<file path="config.mk">
export PLATFORM = sky130hd
export DESIGN_NAME = regfile_wb_arbiter
export DESIGN_NICKNAME = d
export VERILOG_FILES = /design/src/rtl/regfile_pkg.sv /design/src/rtl/regfile_wb_arbiter_rr_arbiter2.sv /design/src/rtl/regfile_wb_arbiter.sv
export SDC_FILE = /design/constraint.sdc
export NUM_CORES = 1
export LEC_CHECK = 0
export CAP_MARGIN = 0
export CORE_AREA = 2 2 142 144
export DETAILED_ROUTE_END_ITERATION = 12
export DIE_AREA = 0 0 144 146
export GPL_TIMING_DRIVEN = 0
export MAX_ROUTING_LAYER = met4
export PLACE_DENSITY = 0.75
export SYNTH_ARGS = -nofsm -noshare
export SYNTH_HDL_FRONTEND = slang
export SYNTH_HIERARCHICAL = 1
export SYNTH_SLANG_ARGS = --single-unit
</file>
<file path="constraint.sdc">
create_clock -name clk -period 1.9 [get_ports clk]
set_input_delay 0.285 -clock clk [delete_from_list [all_inputs] [get_ports clk]]
set_output_delay 0.285 -clock clk [all_outputs]
set_load 0.02 [all_outputs]
</file>
<file path="src/rtl/regfile_pkg.sv">
// Shared constants and writeback record types for the regfile write-port arbiter.
// The struct field widths follow the package constants below.
package regfile_pkg;

   localparam int DATA_WIDTH = 64;
   localparam int ADDR_WIDTH = 5;
   localparam int ZERO_REG   = 31;

   typedef struct packed {
      logic [ADDR_WIDTH-1:0] addr;
      logic [DATA_WIDTH-1:0] data;
   } wb_req_t;

   typedef struct packed {
      logic                  we;
      logic [ADDR_WIDTH-1:0] addr;
      logic [DATA_WIDTH-1:0] data;
   } wb_out_t;

endpackage

</file>
<file path="src/rtl/regfile_wb_arbiter_rr_arbiter2.sv">
// Two-way round-robin arbiter: a single request always wins; on a tie the
// requester that did not win last time is granted.
module rr_arbiter2 (
   input  logic       clk,
   input  logic       reset,
   input  logic [1:0] req,
   output logic [1:0] gnt
);

   logic last_grant;

   always_comb begin
      // NOTE: combinational outputs get a default first so no path leaves them unassigned (no latch).
      gnt = 2'b00;
      if (!reset) begin
         if (req == 2'b11) gnt = last_grant ? 2'b01 : 2'b10;
         else              gnt = req;
      end
   end

   always_ff @(posedge clk) begin
      // NOTE: sequential state uses non-blocking assignments so every flop samples pre-edge values.
      if (reset)     last_grant <= 1'b1;
      else if (|gnt) last_grant <= gnt[1];
   end

endmodule

</file>
<file path="src/rtl/regfile_wb_arbiter.sv">
// Shares the regfile write port between ALU and load writeback, with a
// registered write stage, forwarding for the in-flight write and a conflict counter.
module regfile_wb_arbiter
   import regfile_pkg::*;
#(
   parameter int DATA_WIDTH = regfile_pkg::DATA_WIDTH,
   parameter int ADDR_WIDTH = regfile_pkg::ADDR_WIDTH,
   parameter int ZERO_REG   = regfile_pkg::ZERO_REG
) (
   input  logic                  clk,
   input  logic                  reset,
   input  logic                  req0_valid,
   input  logic [ADDR_WIDTH-1:0] req0_addr,
   input  logic [DATA_WIDTH-1:0] req0_data,
   output logic                  req0_ready,
   input  logic                  req1_valid,
   input  logic [ADDR_WIDTH-1:0] req1_addr,
   input  logic [DATA_WIDTH-1:0] req1_data,
   output logic                  req1_ready,
   output logic                  RegWrite,
   output logic [ADDR_WIDTH-1:0] WriteRegister,
   output logic [DATA_WIDTH-1:0] WriteData,
   input  logic [ADDR_WIDTH-1:0] ReadRegister1,
   input  logic [ADDR_WIDTH-1:0] ReadRegister2,
   output logic                  fwd1_valid,
   output logic [DATA_WIDTH-1:0] fwd1_data,
   output logic                  fwd2_valid,
   output logic [DATA_WIDTH-1:0] fwd2_data,
   output logic [15:0]           conflict_count
);

   logic [1:0] gnt;
   wb_req_t    sel;
   wb_out_t    out_q;

   rr_arbiter2 u_arb (
      .clk   (clk),
      .reset (reset),
      .req   ({req1_valid, req0_valid}),
      .gnt   (gnt)
   );

   assign req0_ready = gnt[0];
   assign req1_ready = gnt[1];

   always_comb begin
      sel = '{addr: req0_addr, data: req0_data};
      if (gnt[1]) sel = '{addr: req1_addr, data: req1_data};
   end

   // Zero-register grants still complete the handshake but never raise the write enable.
   always_ff @(posedge clk) begin
      if (reset) begin
         out_q <= '0;
      end else if (|gnt) begin
         out_q.we   <= (sel.addr != ADDR_WIDTH'(ZERO_REG));
         out_q.addr <= sel.addr;
         out_q.data <= sel.data;
      end else begin
         out_q.we <= 1'b0;
      end
   end

   assign RegWrite      = out_q.we;
   assign WriteRegister = out_q.addr;
   assign WriteData     = out_q.data;

   assign fwd1_valid = out_q.we && (ReadRegister1 == out_q.addr);
   assign fwd2_valid = out_q.we && (ReadRegister2 == out_q.addr);
   assign fwd1_data  = fwd1_valid ? out_q.data : '0;
   assign fwd2_data  = fwd2_valid ? out_q.data : '0;

   always_ff @(posedge clk) begin
      if (reset)
         conflict_count <= '0;
      else if (req0_valid && req1_valid && (conflict_count != 16'hFFFF))
         conflict_count <= conflict_count + 16'd1;
   end

endmodule
</file>
# After elaboration in Yosys (flattened, before gate mapping)
# Index checks and enable logic that the tools add are counted.
# word_totals
reg_bits,87
input_bits,152
output_inout_bits,218
# classes
addsub,1
eq_ne,5
muxes,6
bitwise,1
n_reduce_logical,6
# ops
cell,count
$mux 64,2
$mux 69,1
$add 16x1->16 const B,1
$ne 16x16->1 const B,1
$eq 5x5->1,2
$mux 2,3
$ne 5x5->1 const B,1
$logic_and 1x1->1,4
$reduce_or 2->1,2
$eq 2x2->1 const B,1
$not 1->1,1

# Longest topological paths before layout
# Gate-level depths: netlist of run 1.
# logic_depth
depth_word,6
depth_mapped,8
ltp_nobuf,6

# By module
# Netlist of run 1, hierarchy kept.
# by_module_without_submodules
module,n_inst,cells_each,area_per_inst_um2,seq_area_each_um2
regfile_wb_arbiter,1,638,4936.0,1721.7
rr_arbiter2,1,8,60.1,20.0

# Worst setup path before layout of run 1
# Ideal clock, no wire load.
# synth_path
path_kind,register to output
start,reg out_q (netlist bit WriteRegister[1])
end,out fwd1_data[10]
t_arrival_ps,1696
required_time_ps,1615
path_slack_ps,-81
stages_incl_launch_ff,7
path_buffers,2
path_cell_list,dfxtp_1 -> xor2_1 -> nor4_1 -> and3_1 -> clkbuf_1 -> clkbuf_1 -> and2_1
# synth_via
elab_chain_len,3
# synth_rtl
element,line,text
start: declaration,regfile_wb_arbiter.sv:34,wb_out_t out_q;
$eq 5x5->1,regfile_wb_arbiter.sv:68,assign fwd1_valid = out_q.we && (ReadRegister1 == out_q.addr);
$logic_and 1x1->1,regfile_wb_arbiter.sv:68,
$mux 64,regfile_wb_arbiter.sv:70,assign fwd1_data = fwd1_valid ? out_q.data : '0;
end: declaration,regfile_wb_arbiter.sv:26,"output logic [DATA_WIDTH-1:0] fwd1_data,"
# No other way between the ends.

# Worst setup path in the final report of run 1
# layout_path
start,in ReadRegister1[0]
end,out fwd1_data[15]
# layout_via
elab_chain_len,3
# layout_rtl
element,line,text
start: declaration,regfile_wb_arbiter.sv:23,"input logic [ADDR_WIDTH-1:0] ReadRegister1,"
$eq 5x5->1,regfile_wb_arbiter.sv:68,
$logic_and 1x1->1,regfile_wb_arbiter.sv:68,
$mux 64,regfile_wb_arbiter.sv:70,
# No other way between the ends.

==> results of run 1 <==
## cell type report
| class | instances | area (um2) |
|---|---|---|
| flip-flops and latches | 87 | 1780 |
| plain buffers | 50 | 537 |
| clock buffers | 11 | 243 |
| repair buffers | 406 | 4250 |
| inverters | 4 | 15.0 |
| clock inverters | 5 | 81.3 |
| fillers | 1733 | 8740 |
| multi-input cells | 503 | 3360 |
| well taps | 265 | 332 |
| diodes | 1 | 2.50 |
## worst paths after layout
path	to	cells past startpoint	slack (ns)
worst min-delay path	u_arb/last_grant$_SDFFE_PP1P_	3	0.43
worst min register to register	conflict_count[5]$_SDFFE_PP0P_	2	0.51
worst max register to register	conflict_count[15]$_SDFFE_PP0P_	5	0.01
worst max-delay path	fwd1_data[15]	8	-0.52
## cells in the final DEF (no fill, tap or decap), types with 6 or more instances in the layout
cell / count
clkbuf_1: 9
buf_6: 134
clkbuf_2: 9
mux2i_1: 69
dfxtp_4: 9
a21oi_1: 84
o31ai_1: 8
clkbuf_16: 16
clkdlybuf4s50_1: 234
nor2_1: 142
buf_8: 16
and2_4: 115
and2_1: 9
xor2_1: 8
dfxtp_1: 78
buf_4: 20
clkbuf_8: 10
nand2_1: 6
## power by group through the flow
stage               clock network [mW]  registers [mW]  logic (mW)
finish                            1.97            2.06        1.25
global route                      2.10            2.08        1.33
CTS                               2.00            2.06        1.23
detailed placement                   0            2.10        1.18
global placement                     0            2.10        1.17
floorplan                            0            2.18       0.405
## metal layers
metal	vias up	GRT usage, %	part of all wire (%)
met5	-	-	0
met4	0	6.08	2.1
met3	33	4.94	6.6
met2	250	41.0	51
met1	2956	27.6	40
li1	2991	-	-
## what timing repair did
item                       4_1_cts  5_1_grt
gates resized for setup        950      104
gates cloned                    13        1
buffers inserted                16       10
pin swaps                        6        2
setup endpoints to repair      208      197
## sequential cells by signal, summed over array words and instances, names as in the netlist
name / flops
WriteRegister: 5
u_arb/last_grant: 1
WriteData: 64
RegWrite: 1
conflict_count: 16
## kinds of logic (layout without fill, tap and decap cells)
kind of cell / count (synthesis) / count (layout)
fa+ha+maj: 1 / 1
mux: 71 / 71
buf+inv: 56 / 476
other cells: 0 / 1
compound gates: 101 / 101
flops: 87 / 87
simple gates: 320 / 320
xor+xnor: 10 / 10
## worst max-delay path, delay by kind of cell
kind / cells / cell delay [ns]
XOR/XNOR: 1 / 0.17
buffers and inverters: 4 / 0.88
AND/OR/NAND/NOR: 3 / 0.78
## through the flow
stage / setup TNS [ns] / total power, mW / util (%)
finish: -56.28 / 5.28 / 54.8
global route: -65.73 / 5.51 / 54.8
CTS: -62.85 / 5.30 / 53.6
detailed placement: -278.82 / 3.28 / 47.3
global placement: -280.59 / 3.26 / 47.3
floorplan: -0.683 / 2.58 / -
==> out/metrics.cfg, run 1 <==
[status]
status=complete, but fails checks
violations=setup timing

[clock_tree]
cts_sinks=87
clk_latency_ns=0.34
cts_root_buffer=clkbuf_16
cts.htree.levels=3
cts_tree=built
numCtsBuffers=9
postCtsHoldBufs=0
cts.clk_slew.worst_paths_ns=0.07
cts_buffer_depth=2

[synthesis]
synth_edf_count=0
ys_ff_latch=87
synthFlopType=dfxtp_1
synth_common_cells=nor2_1, and2_1, dfxtp_1
synthXorXnorAreaFrac_pct=1.75
synth.distinct_cells=41
yosysTopAreaCell=dfxtp_1
synthSimpleGateAreaFrac_pct=33.1
syn_area_per_cell_um2=7.73
synth_top_area_share_pct=34.9
ys_seq_area_share_pct=34.9
syn_area_um2=5000
synth-compound-area-share_pct=10.8
synth_most_common_cell=nor2_1
synth.yosys.warnings=6
async_flop_share_pct=0
syn-num-nets=799
synth_area_leaders=dfxtp_1, and2_1, mux2i_1
synthMuxAreaShare_pct=14.3
synthAdderAreaFrac_pct=0.250
synth_cells=646
synth_top_family_by_area=simple AND/OR/NAND/NOR gates

[cells_and_area]
design_area_um2=10600
fin_cells=1332
final_nets=1214
area.growth.synth_to_final_pct=112
layout-drive-gt1-share_pct=34.7

[sta]
hold_viol=0
hold_ws_ns=0.434
period_share_pct=128
rsz0062_at_grt=true
fin_crit_ns=2.42
worst_slack_ns=-0.524
drv_slew=0
setup_viol_count_final=130
fmax_ghz=0.413
finalClockSkew_ns=0.00646
worst_pin_slew_ns=0.647
relSlewSlack_pct=56.8

[floorplanning]
io_pins=370
start_util_pct=25.8
fp.dieW_um=144
core-area_um2=19300
dieArea_um2=21000
die_y_um=146
row_count=51

[worst_setup_path]
cp-startpoint=ReadRegister1[0]
worst_path_most_repeated_cell=clkbuf_16
worstPathArrival_ns=2.14
crit_fanout=6
reg2reg_from=conflict_count[5]$_SDFFE_PP0P_
crit_chain=clkdlybuf4s50_1, xor2_1, nor4_2, and3_4, clkbuf_16, clkbuf_16, and2_4, buf_6
start_kind=primary input
cp-end-kind=output pin
cp_slowest_stage_delay_ns=0.41
slowest_stage=clkdlybuf4s50_1
path_class=primary input to output pin
critPathRequiredTime_ns=1.62

[power_and_ir_drop]
p_seq_share_pct=39.1
peakVddDrop_v=0.000378
switching_share_pct=28.0
p_leak_nw=4.45
p_switching_mw=1.48
p_comb_share_pct=23.6
clockPowerShare_pct=37.3
power_density_nw_per_um2=498
internal-power_mw=3.80

[flow_run]
cap_violations=0

[route]
ant_nets=0
drc=0
via_per_inst=4.68
dr.pass1.iters=4
drt_wl_total_um=25600
wl_per_cell_um=19.2
num_vias=6230
first_iter_violations=279

[placement]
dp_hpwl_um=18000
place.gp.congestion=0.835
dpl_cell_area_um2=9150
port_buffers=369
place_ws_ns=-1.97
dp.cells=1280

[global_routing]
grt_first_pass_wirelength_um=36600
track_usage_pct=23.6
antenna_found_initial=1
grt-ovfl-total=0
grt_max_degree=17
grt_pass1_vias=6226

[min_path]
hp-start=req0_valid
hold_class=primary input to flip-flop

No activity file was read; power rests on OpenSTA's default activity.
==> inputs of run 2 (changes only) <==
==> constraint.sdc (replaced) <==
create_clock -name clk -period 2.5 [get_ports clk]
set_input_delay 0.375 -clock clk [delete_from_list [all_inputs] [get_ports clk]]
set_output_delay 0.375 -clock clk [all_outputs]
set_load 0.02 [all_outputs]
==> run 2 against run 1 <==
Net effect:
- the run still ends with setup timing left
- total power down 21%
- clock-buffer cell count decreased by 1
- sequential share of layout area grew 1.0 points
- die area unchanged
- final cell count is 1.5% lower
- worst setup slack gained 0.50 ns
- sequential power is 24% lower
==> out/metrics.cfg, run 2 (same netlist as run 1, synthesis figures left out) <==
[clock_tree]
numCtsBuffers=9  ; unchanged
cts_root_buffer=clkbuf_16
cts.clk_slew.worst_paths_ns=0.07  ; about the same
cts_sinks=87  ; unchanged
clk_latency_ns=0.34  ; about the same
cts.htree.levels=3  ; unchanged
cts_buffer_depth=2  ; unchanged
cts_tree=built
postCtsHoldBufs=0  ; unchanged

[route]
via_per_inst=4.63  ; -1.0%
drc=0  ; unchanged
dr.pass1.iters=5  ; +1
wl_per_cell_um=18.1  ; -5.8%
first_iter_violations=236  ; -15%
ant_nets=0  ; unchanged
drt_wl_total_um=23800  ; -7.2%
num_vias=6073  ; -2.5%

[power_and_ir_drop]
p_switching_mw=1.10  ; -25%
p_comb_share_pct=22.2  ; -1.4 points
power_density_nw_per_um2=421  ; -15%
switching_share_pct=26.6  ; -1.4 points
peakVddDrop_v=0.000357  ; -5.5%
p_seq_share_pct=37.7  ; -1.4 points
p_leak_nw=4.17  ; -6.3%
clockPowerShare_pct=40.1  ; +2.8 points
internal-power_mw=3.04  ; -20%

[global_routing]
track_usage_pct=22.0  ; -1.6 points
grt_pass1_vias=5913  ; -5.0%
grt-ovfl-total=0  ; unchanged
grt_first_pass_wirelength_um=34100  ; -7.0%
antenna_found_initial=1  ; unchanged
grt_max_degree=15  ; -2

[worst_setup_path]
cp-end-kind=output pin
crit_fanout=8  ; +2
critPathRequiredTime_ns=2.12  ; +0.50 ns
start_kind=flip-flop
reg2reg_depth=8  ; +3
path_class=flip-flop to output pin
worstPathArrival_ns=2.15  ; about the same

[sta]
hold_viol=0  ; unchanged
finalClockSkew_ns=0.00631  ; -0.000149 ns
relSlewSlack_pct=51.3  ; -5.5 points
worst_slack_ns=-0.0208  ; +0.503 ns
hold_ws_ns=0.515  ; +0.0810 ns
rsz0062_at_grt=true
fmax_ghz=0.397
fin_crit_ns=2.52
drv_slew=0  ; unchanged
worst_pin_slew_ns=0.730  ; +0.0824 ns
period_share_pct=101
setup_viol_count_final=5  ; -96%

[min_path]
hold_class=flip-flop to flip-flop
hold_path_depth=2  ; -1

[floorplanning]
row_count=51  ; unchanged
fp.dieW_um=144  ; unchanged
die_y_um=146  ; unchanged
io_pins=370  ; unchanged
start_util_pct=25.8  ; unchanged
dieArea_um2=21000  ; unchanged
core-area_um2=19300  ; unchanged

[cells_and_area]
multi_input_area_um2=3220  ; -4.1%
mostFrequentLayoutCells=clkdlybuf4s50_1, nor2_1, a21oi_1
largest_reg_flops=64  ; unchanged
fin_cells=1312  ; -1.5%
seq_area_um2=1750  ; -1.2%
mostFrequentLayoutCell=clkdlybuf4s50_1
area.growth.synth_to_final_pct=97.2
layout-drive-gt1-share_pct=26.5  ; -8.2 points
final_nets=1194  ; -1.6%
num-fill-cells=1863  ; +7.5%

[status]
status=complete, but fails checks
violations=setup timing

[placement]
port_buffers=369  ; unchanged
place.gp.congestion=0.830  ; -0.65%
dp.cells=1280  ; unchanged
dp_hpwl_um=17400  ; -3.4%

[flow_run]
cap_violations=0  ; unchanged

[run 2: cell types whose count changed in the layout (fill, tap and decap cells not counted), sizes merged]
| cell | previous run | this run |
|---|---|---|
| dlygate4sd2 | 5 | 8 |
| clkdlybuf4s50 | 234 | 231 |
| dlymetal6s2s | 0 | 1 |
| clkinv | 2 | 1 |
| clkbuf | 49 | 63 |
| bufinv | 2 | 4 |
| clkdlybuf4s18 | 0 | 1 |
| clkdlybuf4s15 | 2 | 1 |
| buf | 177 | 141 |
[run 2: path summary, 6_finish.rpt]
path | endpoint | startpoint | slack, ns
min | conflict_count[13]$_SDFFE_PP0P_ | conflict_count[13]$_SDFFE_PP0P_ | 0.51
min reg2reg | conflict_count[13]$_SDFFE_PP0P_ | conflict_count[13]$_SDFFE_PP0P_ | 0.51
max | fwd2_data[31] | WriteRegister[4]$_SDFFE_PP0N_ | -0.02
max reg2reg | WriteData[13]$_SDFFE_PP0N_ | u_arb/last_grant$_SDFFE_PP1P_ | 0.31
[run 2: power by group through the flow]
stage | sequential (mW) | combinational [mW] | clock [mW]
final | 1.57 | 0.919 | 1.66
after floorplan | 1.65 | 0.307 | 0
after detailed placement | 1.59 | 0.899 | 0
after global routing | 1.58 | 0.986 | 1.76
after CTS | 1.56 | 0.916 | 1.69
after global placement | 1.59 | 0.888 | 0
[run 2: critical path: stages (launching register included)]
cell and delay [ns]:
dfxtp_4 0.37, xor2_2 0.15, nor4_2 0.34, and3_4 0.26, clkbuf_16 0.19, buf_12 0.12
clkbuf_16 0.13, and2_4 0.14, buf_6 0.11
[run 2: per-stage QoR]
step                      area, um2  util [%]  total power [mW]  setup TNS [ns]  setup slack, ns
after floorplan                5000         -              1.96               0            0.429
after global placement         9020      46.7              2.48         -174.03            -1.35
after detailed placement       9020      46.7              2.49         -179.99            -1.42
after CTS                      9410      48.7              4.17           -1.84          -0.0910
after global routing           9850      51.0              4.32           -1.63          -0.0855
final                          9850      51.0              4.15         -0.0773          -0.0208
[run 2: layer usage]
layer	routed length, um	vias to the layer above	track usage, %	share of wire, %
li1	-	2927	-	-
met1	9460	2837	25.3	40
met2	12100	277	37.5	51
met3	1730	32	4.90	7.3
met4	520	0	7.30	2.2
met5	0	-	-	0
[run 2: area by class of cell]
class | count | share of cell area, %
Tap cell | 265 | 3.37
Sequential cell | 87 | 17.8
Antenna cell | 1 | 0.0254
Multi-Input combinational cell | 503 | 32.7
Clock buffer | 10 | 2.32
Buffer | 48 | 3.78
Clock inverter | 6 | 1.35
Inverter | 4 | 0.152
Timing Repair Buffer | 388 | 38.5
[run 2: repair_timing]
| item | CTS | global route |
|---|---|---|
| gates cloned | 5 | 3 |
| endpoints found under the setup margin | 199 | 147 |
| gates resized for setup | 634 | 191 |
| pin swaps | 6 | 6 |
| buffers inserted | 11 | 2 |
==> inputs of run 3 (changes only) <==
--- a/config.mk
+++ b/config.mk
@@ -5,13 +5,13 @@
 export SDC_FILE = /design/constraint.sdc
 export NUM_CORES = 1
 export LEC_CHECK = 0
-export CAP_MARGIN = 0
 export CORE_AREA = 2 2 142 144
 export DETAILED_ROUTE_END_ITERATION = 12
 export DIE_AREA = 0 0 144 146
 export GPL_TIMING_DRIVEN = 0
 export MAX_ROUTING_LAYER = met4
 export PLACE_DENSITY = 0.75
+export SETUP_SLACK_MARGIN = 0.5
 export SYNTH_ARGS = -nofsm -noshare
 export SYNTH_HDL_FRONTEND = slang
 export SYNTH_HIERARCHICAL = 1
==> run 3 against run 2 <==
Net effect:
- the flow still finishes with violations (setup timing)
- clock-buffer cell count grew 2
- worst setup slack lost 0.0059 ns
- design area grew 9.6%
- total power shrank 4.8%
- non-clock buffer count grew 33
- final cell count grew 2.5%
- core utilization grew 4.9 points
- register-to-register slack gained 0.33 ns
- critical endpoint is now fwd2_data[34]
- largest power group is now registers
- highest routed layer unchanged
==> out/metrics.cfg, run 3 (same netlist as run 1, synthesis figures left out) <==
[status]
status=complete, but fails checks
violations=setup timing

[sta]
setup_viol_count_final=10  ; +5
worst_pin_slew_ns=0.582  ; -0.148 ns
fin_crit_ns=2.53  ; +0.00593 ns
setup_tns_ns=-0.177  ; -0.100 ns
hold_viol=0  ; unchanged
fmax_ghz=0.396  ; -0.23%
period_share_pct=101  ; +0.24 points
rsz0062_at_grt=true
worst_slack_ns=-0.0267  ; -0.00593 ns
relSlewSlack_pct=61.2  ; +9.9 points
drv_slew=0  ; unchanged
hold_ws_ns=0.433  ; -0.0814 ns
finalClockSkew_ns=0.00857  ; +0.00226 ns

[worst_setup_path]
slowest_stage=dfxtp_4
crit_fanout=6  ; -2
worstPathArrival_ns=2.15  ; about the same
critPathRequiredTime_ns=2.12  ; about the same
reg2reg_depth=5  ; -3
cp_top_family=simple AND/OR/NAND/NOR gates
cp_slowest_stage_delay_ns=0.36  ; about the same
cp-end-kind=output pin
path_class=flip-flop to output pin
path_depth=8  ; unchanged
crit_chain=xor2_1, nor4_1, and3_4, clkbuf_16, buf_6, buf_8, and2_4, buf_6
path_buf_inv=4  ; unchanged
worst_path_most_repeated_cell=buf_6
start_kind=flip-flop

[floorplanning]
die_y_um=146  ; unchanged
start_util_pct=25.8  ; unchanged
io_pins=370  ; unchanged
fp.dieW_um=144  ; unchanged
core-area_um2=19300  ; unchanged
dieArea_um2=21000  ; unchanged
row_count=51  ; unchanged

[global_routing]
track_usage_pct=23.3  ; +1.4 points
grt_max_degree=15  ; unchanged
grt-ovfl-total=0  ; unchanged
antenna_found_initial=1  ; unchanged
grt_pass1_vias=6349  ; +7.4%
grt_first_pass_wirelength_um=36300  ; +6.6%

[route]
via_per_inst=4.67  ; +0.92%
drt_wl_total_um=25200  ; +5.8%
ant_nets=0  ; unchanged
wl_per_cell_um=18.7  ; +3.2%
first_iter_violations=349  ; +48%
dr.pass1.iters=5  ; unchanged
num_vias=6283  ; +3.5%
drc=0  ; unchanged

[flow_run]
cap_violations=0  ; unchanged

[cells_and_area]
mostFrequentLayoutCells=clkdlybuf4s50_1, buf_6, nor2_1
num-fill-cells=1696  ; -9.0%
final_nets=1227  ; +2.8%
layout-drive-gt1-share_pct=35.7  ; +9.2 points
area.growth.synth_to_final_pct=116
mostFrequentLayoutCell=clkdlybuf4s50_1
largest_reg_flops=64  ; unchanged

[clock_tree]
cts_sinks=87  ; unchanged
postCtsHoldBufs=0  ; unchanged
cts.htree.levels=3  ; unchanged
cts.clk_slew.worst_paths_ns=0.07  ; about the same
cts_root_buffer=clkbuf_16
cts_buffer_depth=2  ; unchanged
cts_tree=built
numCtsBuffers=9  ; unchanged
clk_latency_ns=0.34  ; about the same

[placement]
port_buffers=369  ; unchanged
place_ws_ns=-1.24  ; +0.179 ns
dp_hpwl_um=17600  ; +0.95%
place.gp.congestion=0.826  ; -0.39%

[power_and_ir_drop]
peakVddDrop_v=0.000277  ; -23%
p_leak_nw=4.56  ; +9.5%
power_density_nw_per_um2=366  ; -13%

[min_path]
hold_path_depth=3  ; +1
hold_class=primary input to flip-flop

-- run 3: changes by cell type in the layout (fill, tap and decap cells not counted), sizes merged, moves of 3 or more --
cell / before / now
clkdlybuf4s50: 231 / 228
bufinv: 4 / 1
clkbuf: 63 / 54
buf: 141 / 188
-- run 3: report_power, final --
group	switching, mW	internal [mW]	leakage, nW	total, mW
Clock	0.599	0.833	0.145	1.43
Combinational	0.425	0.523	3.70	0.948
Sequential	0.102	1.47	0.715	1.57
-- run 3: path summary, 6_finish.rpt --
check                                    end  slack [ns]                      startpoint
max                            fwd2_data[34]       -0.03   WriteRegister[1]$_SDFFE_PP0N_
min reg2reg    u_arb/last_grant$_SDFFE_PP1P_        0.51   u_arb/last_grant$_SDFFE_PP1P_
min            u_arb/last_grant$_SDFFE_PP1P_        0.43                      req1_valid
max reg2reg  conflict_count[14]$_SDFFE_PP0P_        0.64  conflict_count[1]$_SDFFE_PP0P_
-- run 3: area by class of cell --
type | count | area [um2] | area share (%)
multi-input combinational | 503 | 3340 | 31.0
timing repair buffer | 417 | 4480 | 41.5
inverter | 4 | 15.0 | 0.139
tap | 265 | 332 | 3.07
buffer | 52 | 553 | 5.12
antenna | 1 | 2.50 | 0.0232
sequential | 87 | 1760 | 16.3
clock inverter | 4 | 53.8 | 0.498
clock buffer | 12 | 256 | 2.38
-- run 3: tightest hold or removal path, cell delays in order --
cell and delay (ns):
dlymetal6s2s_1 0.15, or2_1 0.13, a21o_1 0.10
-- run 3: through the flow --
step	util, %	area, um2	power [mW]	cells
global placement	47.3	9140	2.47	1280
detailed placement	47.3	9140	2.49	1280
global route	55.8	10800	4.13	1345
CTS	53.4	10300	3.96	1338
floorplan	-	5110	1.96	646
finish	55.8	10800	3.95	1345
-- run 3: timing repair --
item / 4_1_cts / 5_1_grt
cloned: 11 / 3
buffers inserted: 31 / 3
endpoints found under the hold margin: 0 / 0
resized for setup: 919 / 150
pin swaps: 7 / 6
setup endpoints to repair: 203 / 194
-- run 3: layer usage --
| metal | up-vias | part of all wire, % | wire [um] | GRT usage, % |
|---|---|---|---|---|
| li1 | 3017 | - | - | - |
| met1 | 2952 | 40 | 10000 | 27.4 |
| met2 | 287 | 51 | 12900 | 40.1 |
| met3 | 27 | 7.2 | 1810 | 5.00 |
| met4 | 0 | 1.7 | 416 | 6.18 |
| met5 | - | 0 | 0 | - |
